### src/rtl/serial_pattern_ctrl.sv
// serial_pattern_ctrl
//   Sequencer for the serial "1011" pattern detector. Captures a parallel word
//   on an accepted start and presents it to the detector one bit per clk_2
//   cycle, MSB first. Keeps the detector cleared between runs and counts the
//   detector hits produced by the word (saturating).
//
// Ports
//   clk_2      in   1       system clock, all state on posedge
//   reset_n    in   1       asynchronous active-low reset
//   start      in   1       run request, only honoured in IDLE
//   word_in    in   NBITS   word to serialise, captured on accepted start
//   flush      in   1       abort current run, beats everything but reset_n
//   det_hit    in   1       detector out_bit (registered in the detector)
//   det_bit    out  1       serial bit to detector in_bit
//   det_clr    out  1       synchronous clear to the detector
//   busy       out  1       high in SHIFT or DRAIN
//   done       out  1       one-cycle pulse on a run completed without flush
//   hit_count  out  NCOUNT  hits counted in the last or current run

module serial_pattern_ctrl #(
    parameter int unsigned NBITS  = 8,
    parameter int unsigned NCOUNT = 4
) (
    input  logic              clk_2,
    input  logic              reset_n,
    input  logic              start,
    input  logic [NBITS-1:0]  word_in,
    input  logic              flush,
    input  logic              det_hit,
    output logic              det_bit,
    output logic              det_clr,
    output logic              busy,
    output logic              done,
    output logic [NCOUNT-1:0] hit_count
);

    localparam int unsigned CW = $clog2(NBITS);
    localparam logic [CW-1:0] LAST_BIT = CW'(NBITS - 1);
    localparam logic [NCOUNT-1:0] HIT_MAX = '1;

    typedef enum logic [1:0] {
        StIdle,
        StShift,
        StDrain,
        StDone
    } state_e;

    state_e            state_q, state_d;
    logic [NBITS-1:0]  shreg_q, shreg_d;
    logic [CW-1:0]     bit_cnt_q, bit_cnt_d;
    logic [NCOUNT-1:0] hit_cnt_q, hit_cnt_d;
    logic [NCOUNT-1:0] hit_cnt_inc;

    // Saturating increment on a detector hit.
    always_comb begin
        hit_cnt_inc = hit_cnt_q;
        if (det_hit && (hit_cnt_q != HIT_MAX)) begin
            hit_cnt_inc = hit_cnt_q + 1'b1;
        end
    end

    always_comb begin
        state_d   = state_q;
        shreg_d   = shreg_q;
        bit_cnt_d = bit_cnt_q;
        hit_cnt_d = hit_cnt_q;
        det_bit   = 1'b0;
        det_clr   = 1'b0;
        busy      = 1'b0;
        done      = 1'b0;

        unique case (state_q)
            StIdle: begin
                det_clr = 1'b1;
                if (start && !flush) begin
                    shreg_d   = word_in;
                    bit_cnt_d = '0;
                    hit_cnt_d = '0;
                    state_d   = StShift;
                end
            end
            StShift: begin
                busy      = 1'b1;
                det_bit   = shreg_q[NBITS-1];
                shreg_d   = shreg_q << 1;
                bit_cnt_d = bit_cnt_q + 1'b1;
                hit_cnt_d = hit_cnt_inc;
                if (bit_cnt_q == LAST_BIT) begin
                    state_d = StDrain;
                end
            end
            // One extra cycle so the hit caused by the last bit is counted.
            StDrain: begin
                busy      = 1'b1;
                hit_cnt_d = hit_cnt_inc;
                state_d   = StDone;
            end
            StDone: begin
                done    = 1'b1;
                det_clr = 1'b1;
                state_d = StIdle;
            end
        endcase

        // Abort: freeze the datapath, keep the partial hit count, drop to IDLE.
        if (flush && (state_q != StIdle)) begin
            state_d   = StIdle;
            shreg_d   = shreg_q;
            bit_cnt_d = bit_cnt_q;
            hit_cnt_d = hit_cnt_q;
        end
    end

    always_ff @(posedge clk_2 or negedge reset_n) begin
        if (!reset_n) begin
            state_q   <= StIdle;
            shreg_q   <= '0;
            bit_cnt_q <= '0;
            hit_cnt_q <= '0;
        end else begin
            state_q   <= state_d;
            shreg_q   <= shreg_d;
            bit_cnt_q <= bit_cnt_d;
            hit_cnt_q <= hit_cnt_d;
        end
    end

    assign hit_count = hit_cnt_q;

endmodule

### config.mk
export PLATFORM = sky130hd
export DESIGN_NAME = serial_pattern_ctrl
export DESIGN_NICKNAME = d
export VERILOG_FILES = /design/src/rtl/serial_pattern_ctrl.sv
export SDC_FILE = /design/constraint.sdc
export NUM_CORES = 1
export LEC_CHECK = 0
export ABC_AREA = 1
export BUFFER_PORTS_ARGS = -buffer_cell sky130_fd_sc_hd__buf_4
export CORE_UTILIZATION = 40
export DETAILED_ROUTE_END_ITERATION = 8
export PLACE_DENSITY = 0.61
export SYNTH_ARGS = -nofsm -noshare
export SYNTH_HDL_FRONTEND = slang
export SYNTH_SLANG_ARGS = --single-unit
export TNS_END_PERCENT = 1
### constraint.sdc
create_clock -name clk_2 -period 3.5 [get_ports clk_2]
set_input_delay 0.175 -clock clk_2 [delete_from_list [all_inputs] [get_ports clk_2]]
set_output_delay 0.175 -clock clk_2 [all_outputs]
set_load 0.05 [all_outputs]
-- Word level (Yosys, flattened, before mapping)
Cells that the tools add are included.
- $mul: 0
- divide/modulo/power cells: 0
- reductions and logical operators: 13
- bitwise operators: 1
- $lt $le $gt $ge: 0
- muxes and demuxes: 15
- add/sub/neg operators: 2
- shift operators: 0
- eq/ne operators: 9
- operators by type and width (kind ; count):
    one-hot mux 8 bit (2 select lines) ; 1
    two-way mux 4 bit ; 2
    two-way mux 8 bit ; 1
    one-hot mux 2 bit (4 select lines) ; 1
    one-hot mux 4 bit (2 select lines) ; 1
    two-way mux 2 bit ; 3
    != test 3 bit (second input constant) ; 2
    one-hot mux 3 bit (2 select lines) ; 1
    nonzero test 2 bit ; 3
    adder 4 x 1 -> 4 bit (second input constant) ; 1
    == test 2 bit (second input constant) ; 2
    two-way mux 1 bit ; 4
    != test 4 bit (second input constant) ; 1
    AND reduction 4 bit ; 1
    OR reduction 2 bit ; 2
    adder 3 x 1 -> 3 bit (second input constant) ; 1
    == test 3 bit (second input constant) ; 1
    logical AND 1 bit ; 3
    two-way mux 3 bit ; 1
    AND reduction 3 bit ; 1
    == test 2 x 1 -> 1 bit (second input constant) ; 1
    zero test 2 bit ; 1
    != test 2 x 1 -> 1 bit (second input constant) ; 1
    != test 2 bit (second input constant) ; 1
    other kinds (3) ; 3
- word-level logic and storage cells: 44
- bits of input ports: 13
- memories kept: 0
- bits in registers: 17
- RAM bits: 0
- ROM bits: 0
- output and inout bits: 8
- bits in latches: 0

-- Depth between registers and ports, before layout
- depth after elaboration: 5
- depth in mapped cells: 9
- mapped depth without buffers: 9

-- Worst setup path before layout
No wires, ideal clock.
- path type: register -> register
- from: register state_q[0]
- to: register hit_cnt_q[3] (netlist: hit_count[3])
- library setup time: 0.066 ns
- data arrival time: 1.807 ns
- period minus slack after synthesis: 1.873 ns
- buffers on the path: 0
- data required time: 3.434 ns
- slack: 1.627 ns
- stages on the path, launching flop included: 9
- cell sequence: dfrtp_1 inv_1 ha_1 inv_2 nand2_1 nand2_2 nand2_2 nand2_1 nand2_1
- word-level cells in the longest chain between the ends: 4
- elaborated cells between the ends (all ways): 12
- those cells by class: eq/ne: 4; mux: 1; bitwise: 1; reduce/logical: 6
- ends and longest elaborated chain (item ; line ; text):
    start, declared ; 48 ; state_e state_q, state_d;
    start signal, assigned ; 116 ; state_q <= StIdle;
    start signal, assigned ; 121 ; state_q <= state_d;
    == test 2 x 1 -> 1 bit (tied with other cells) ; 72 ; unique case (state_q)
    OR reduction 2 bit (no source line) or logical AND 1 bit (tied branches) ; n/a ;
    != test 2 x 1 -> 1 bit (no source line) (tied with other cells) ; n/a ;
    AND reduction 4 bit (no source line) ; n/a ;
    end signal, assigned ; 124 ; hit_cnt_q <= hit_cnt_d;
    end, declared ; 51 ; logic [NCOUNT-1:0] hit_cnt_q, hit_cnt_d;
Several ways; a longest one is shown, not always the timed one.
A chain may end at the register's enable or synchronous reset.

-- Final worst setup path
- from: register state_q[0]
- to: output port det_clr
- word-level cells in the longest chain between the ends: 3
- elaborated cells between the ends (all ways): 4
- those cells by class: eq/ne: 1; mux: 1; reduce/logical: 2
- ends and longest elaborated chain (item ; line ; text):
    == test 2 bit or zero test 2 bit (tied branches) ; 72 ;
    OR reduction 2 bit (no source line) (*) ; n/a ;
    two-way mux 1 bit (*) ; 72 ;
    end, declared ; 31 ; output logic det_clr,
Every way passes the cells marked *; elsewhere a longest branch is shown, timed or not.

==> metrics.md <==
| Metric | Value |
|---|---|
| Final Skew | around 0.0042 ns |
| Root buf cell | clkbuf_4 |
| Detailed Route WL | a little under 2000 um |
| Core box area | approximately 2500 sq um |
| HPWL after detailed placement | 1480 um |
| Count of cell types in the netlist | 17 |
| Clock sink total | 17 |
| Syn avg cell area | slightly below 9 sq um |
| Post-Syn Area | 1080 sq um |
| Layout net count | ~170 |
| Setup TNS | 0 ns |
| Synth top area share | 39.4% |
| DRT iter0 DRCs | 11 |
| Die width | between 50 and 60 um |
| Layout cells sized above 1 | 37.8% |
| CTS Buf Count | 3 |
| Gpl congestion | 0.762 |
| Wire per inst | approximately 11 um |
| Worst path required time | ~3.3 ns |
| Port Buffers | 20 |
| R2R depth | 9 |
| Critical Path Fanout Max | 7 |
| Min Hold Slack | roughly 0.16 ns |
| Commonest non-fill, non-tap cell in the layout | nand2_1 |
| CP Class | reg2out |
| Vias in the first global route | between 700 and 800 |
| Mapped Nets | about 140 |
| Via density | between 4 and 5 |
| Hold EP | shreg_q[0] |
| Power density over the cells | roughly 960 nW/um^2 |
| Slew @ Worst Pin | roughly 0.54 ns |
| CTS tree | built |
| Die H | 53.9 um |
| R2r startpoint | state_q[0] |
| Largest net degree at the start of global routing | 22 |
| Clk_lat worst skew | around 0.28 ns |
| DRT Pass-1 Iters | 4 |
| Min-delay src | word_in[0] |
| CP Capture Type | output pin |
| Final global-route overflow total | 0 |
| RR Endpoint | hit_count[0] |
| # H-tree levels | 1 |
| # IOs | 21 |
| First-pass GRT wire length | approximately 3200 um |
| Commonest cells after routing, fill and taps aside | 28 x nand2_1, 20 x buf_4, 17 x dfrtp_1 |
| Antenna violation net count after detailed routing | 0 |
| Slew Viols, Final | 0 |
| Initial Utilization | 42.8% |
| Final setup violation count | 0 |
| Outcome | finished, final reports clean |
| Worst EP arrival | 1.56 ns |
| Die footprint | around 2900 sq um |
| Synth warn | 0 |
| Yosys top cell by area | dfrtp_1 |
| Residual DRC | 0 |
| Critical Path Start Type | register |
| Area of the multi-input gates | between 500 and 600 sq um |
| Post-layout min period | between 1.5 and 2 ns |
| Maxcap violations | 0 |
| Synthesized flop and latch total | 17 |
| Leak | 0.668 nW |
| Clk slew on worst S/H paths | around 0.090 ns |
| Area growth syn-to-layout | 18.2% |
| Register area share after synthesis | 39.4% |
| Initial antenna violation count | 0 |
| Mapped Cells | approximately 120 |
| Final Hold Fails | 0 |
| Flop-to-flop setup slack | approximately 1.9 ns |
| Total GRT Usage | ~16% |
| Synth top area cells | dfrtp_1 39%, ha_1 10%, nand2_1 9.7% |
| Peak Freq | between 0.5 and 0.6 GHz |
| Worst IR drop on VDD | slightly above 400 uV |
| # fillers | between 200 and 250 |
| Ant. Diodes | 0 |
| Rel. slew slack | between 60% and 70% |
| RSZ-0062 raised after global routing | false |
| Hold/Removal Path Class | in2reg |
| Clk buf depth | 2 |
| Fin crit share | around 50% |
| Row cnt | 18 |
| FF/Latch Area | 425 sq um |
| Vias | 833 |
| Worst Hold Depth | 3 |
==> cell type report <==
class | count | share of cell area (%)
multi-input combinational | 90 | 45.8
sequential | 17 | 33.4
timing repair buffer | 21 | 12.6
inverter | 11 | 3.24
tap | 30 | 2.94
clock buffer | 4 | 2.06
==> report_power, final <==
| part | switching (mW) | total [mW] | internal (mW) | leakage, nW |
|---|---|---|---|---|
| logic | 0.508 | 0.770 | 0.262 | 0.434 |
| registers | 0.0716 | 0.349 | 0.277 | 0.219 |
| clock network | 0.0569 | 0.101 | 0.0442 | 0.0150 |
==> cells in the mapped netlist (all sizes together) <==
library cell / n
dfrtp: 17
nand2: 45
ha: 9
nand3b: 2
nand3: 6
nor2: 5
o21ai: 14
mux2i: 7
a21oi: 2
inv: 11
buf: 3
==> worst max-delay path by stage <==
| stage | from | to | cells past startpoint |
|---|---|---|---|
| after detailed placement | state_q[0] | hit_count[0] | 9 |
| after CTS | state_q[0] | det_clr | 4 |
| after global routing | state_q[0] | det_clr | 4 |
| final | state_q[0] | det_clr | 4 |
| after global placement | state_q[0] | hit_count[0] | 9 |
| after floorplan | state_q[0] | hit_count[3] | 8 |
==> timing repair <==
action                                 4_1_cts  5_1_grt
resized for setup                            0        0
setup endpoints to repair                    0        0
setup buffers                                0        0
endpoints found under the hold margin       17        0
hold buffers                                 1        0
==> state kept, by name, indices dropped and copies added, names as in the netlist <==
register   flops
shreg_q        8
hit_count      4
bit_cnt_q      3
state_q        2
==> through the flow <==
stage	std cells	setup WS (ns)	instance area, sq um	total power [mW]	util (%)
after floorplan	121	1.63	1080	0.991	-
after global placement	168	1.94	1240	1.11	49.1
after detailed placement	168	1.91	1240	1.12	49.1
after CTS	173	1.75	1270	1.23	50.5
after global routing	173	1.69	1270	1.32	50.5
final	173	1.76	1270	1.22	50.5
==> cells by family (layout without fill, tap and decap cells) <==
logic type               Yosys count  in the layout  share of synthesized area (%)
AO/OA/AOI/OAI                     16             16                           11.3
buffers and inverters             14             36                           6.38
multiplexers                       7              7                           6.50
adder cells (fa/ha/maj)            9              9                           10.4
AND/OR/NAND/NOR                   58             58                           26.0
flip-flops                        17             17                           39.4
==> critical path, stage by stage (launching register included) <==
cell and delay, ns:
dfrtp_1 0.45, inv_1 0.11, ha_1 0.41, inv_2 0.11, buf_4 0.20
==> routing by layer <==
metal / share of wire, % / global-route usage, % / vias up
met2: 43 / 22.4 / 14
met1: 53 / 23.1 / 380
met3: 2.9 / 3.39 / 4
li1: - / - / 435
met5: 0 / 0 / -
met4: 1.1 / 6.58 / 0
Note: power is estimated with default switching activity, not from simulation.
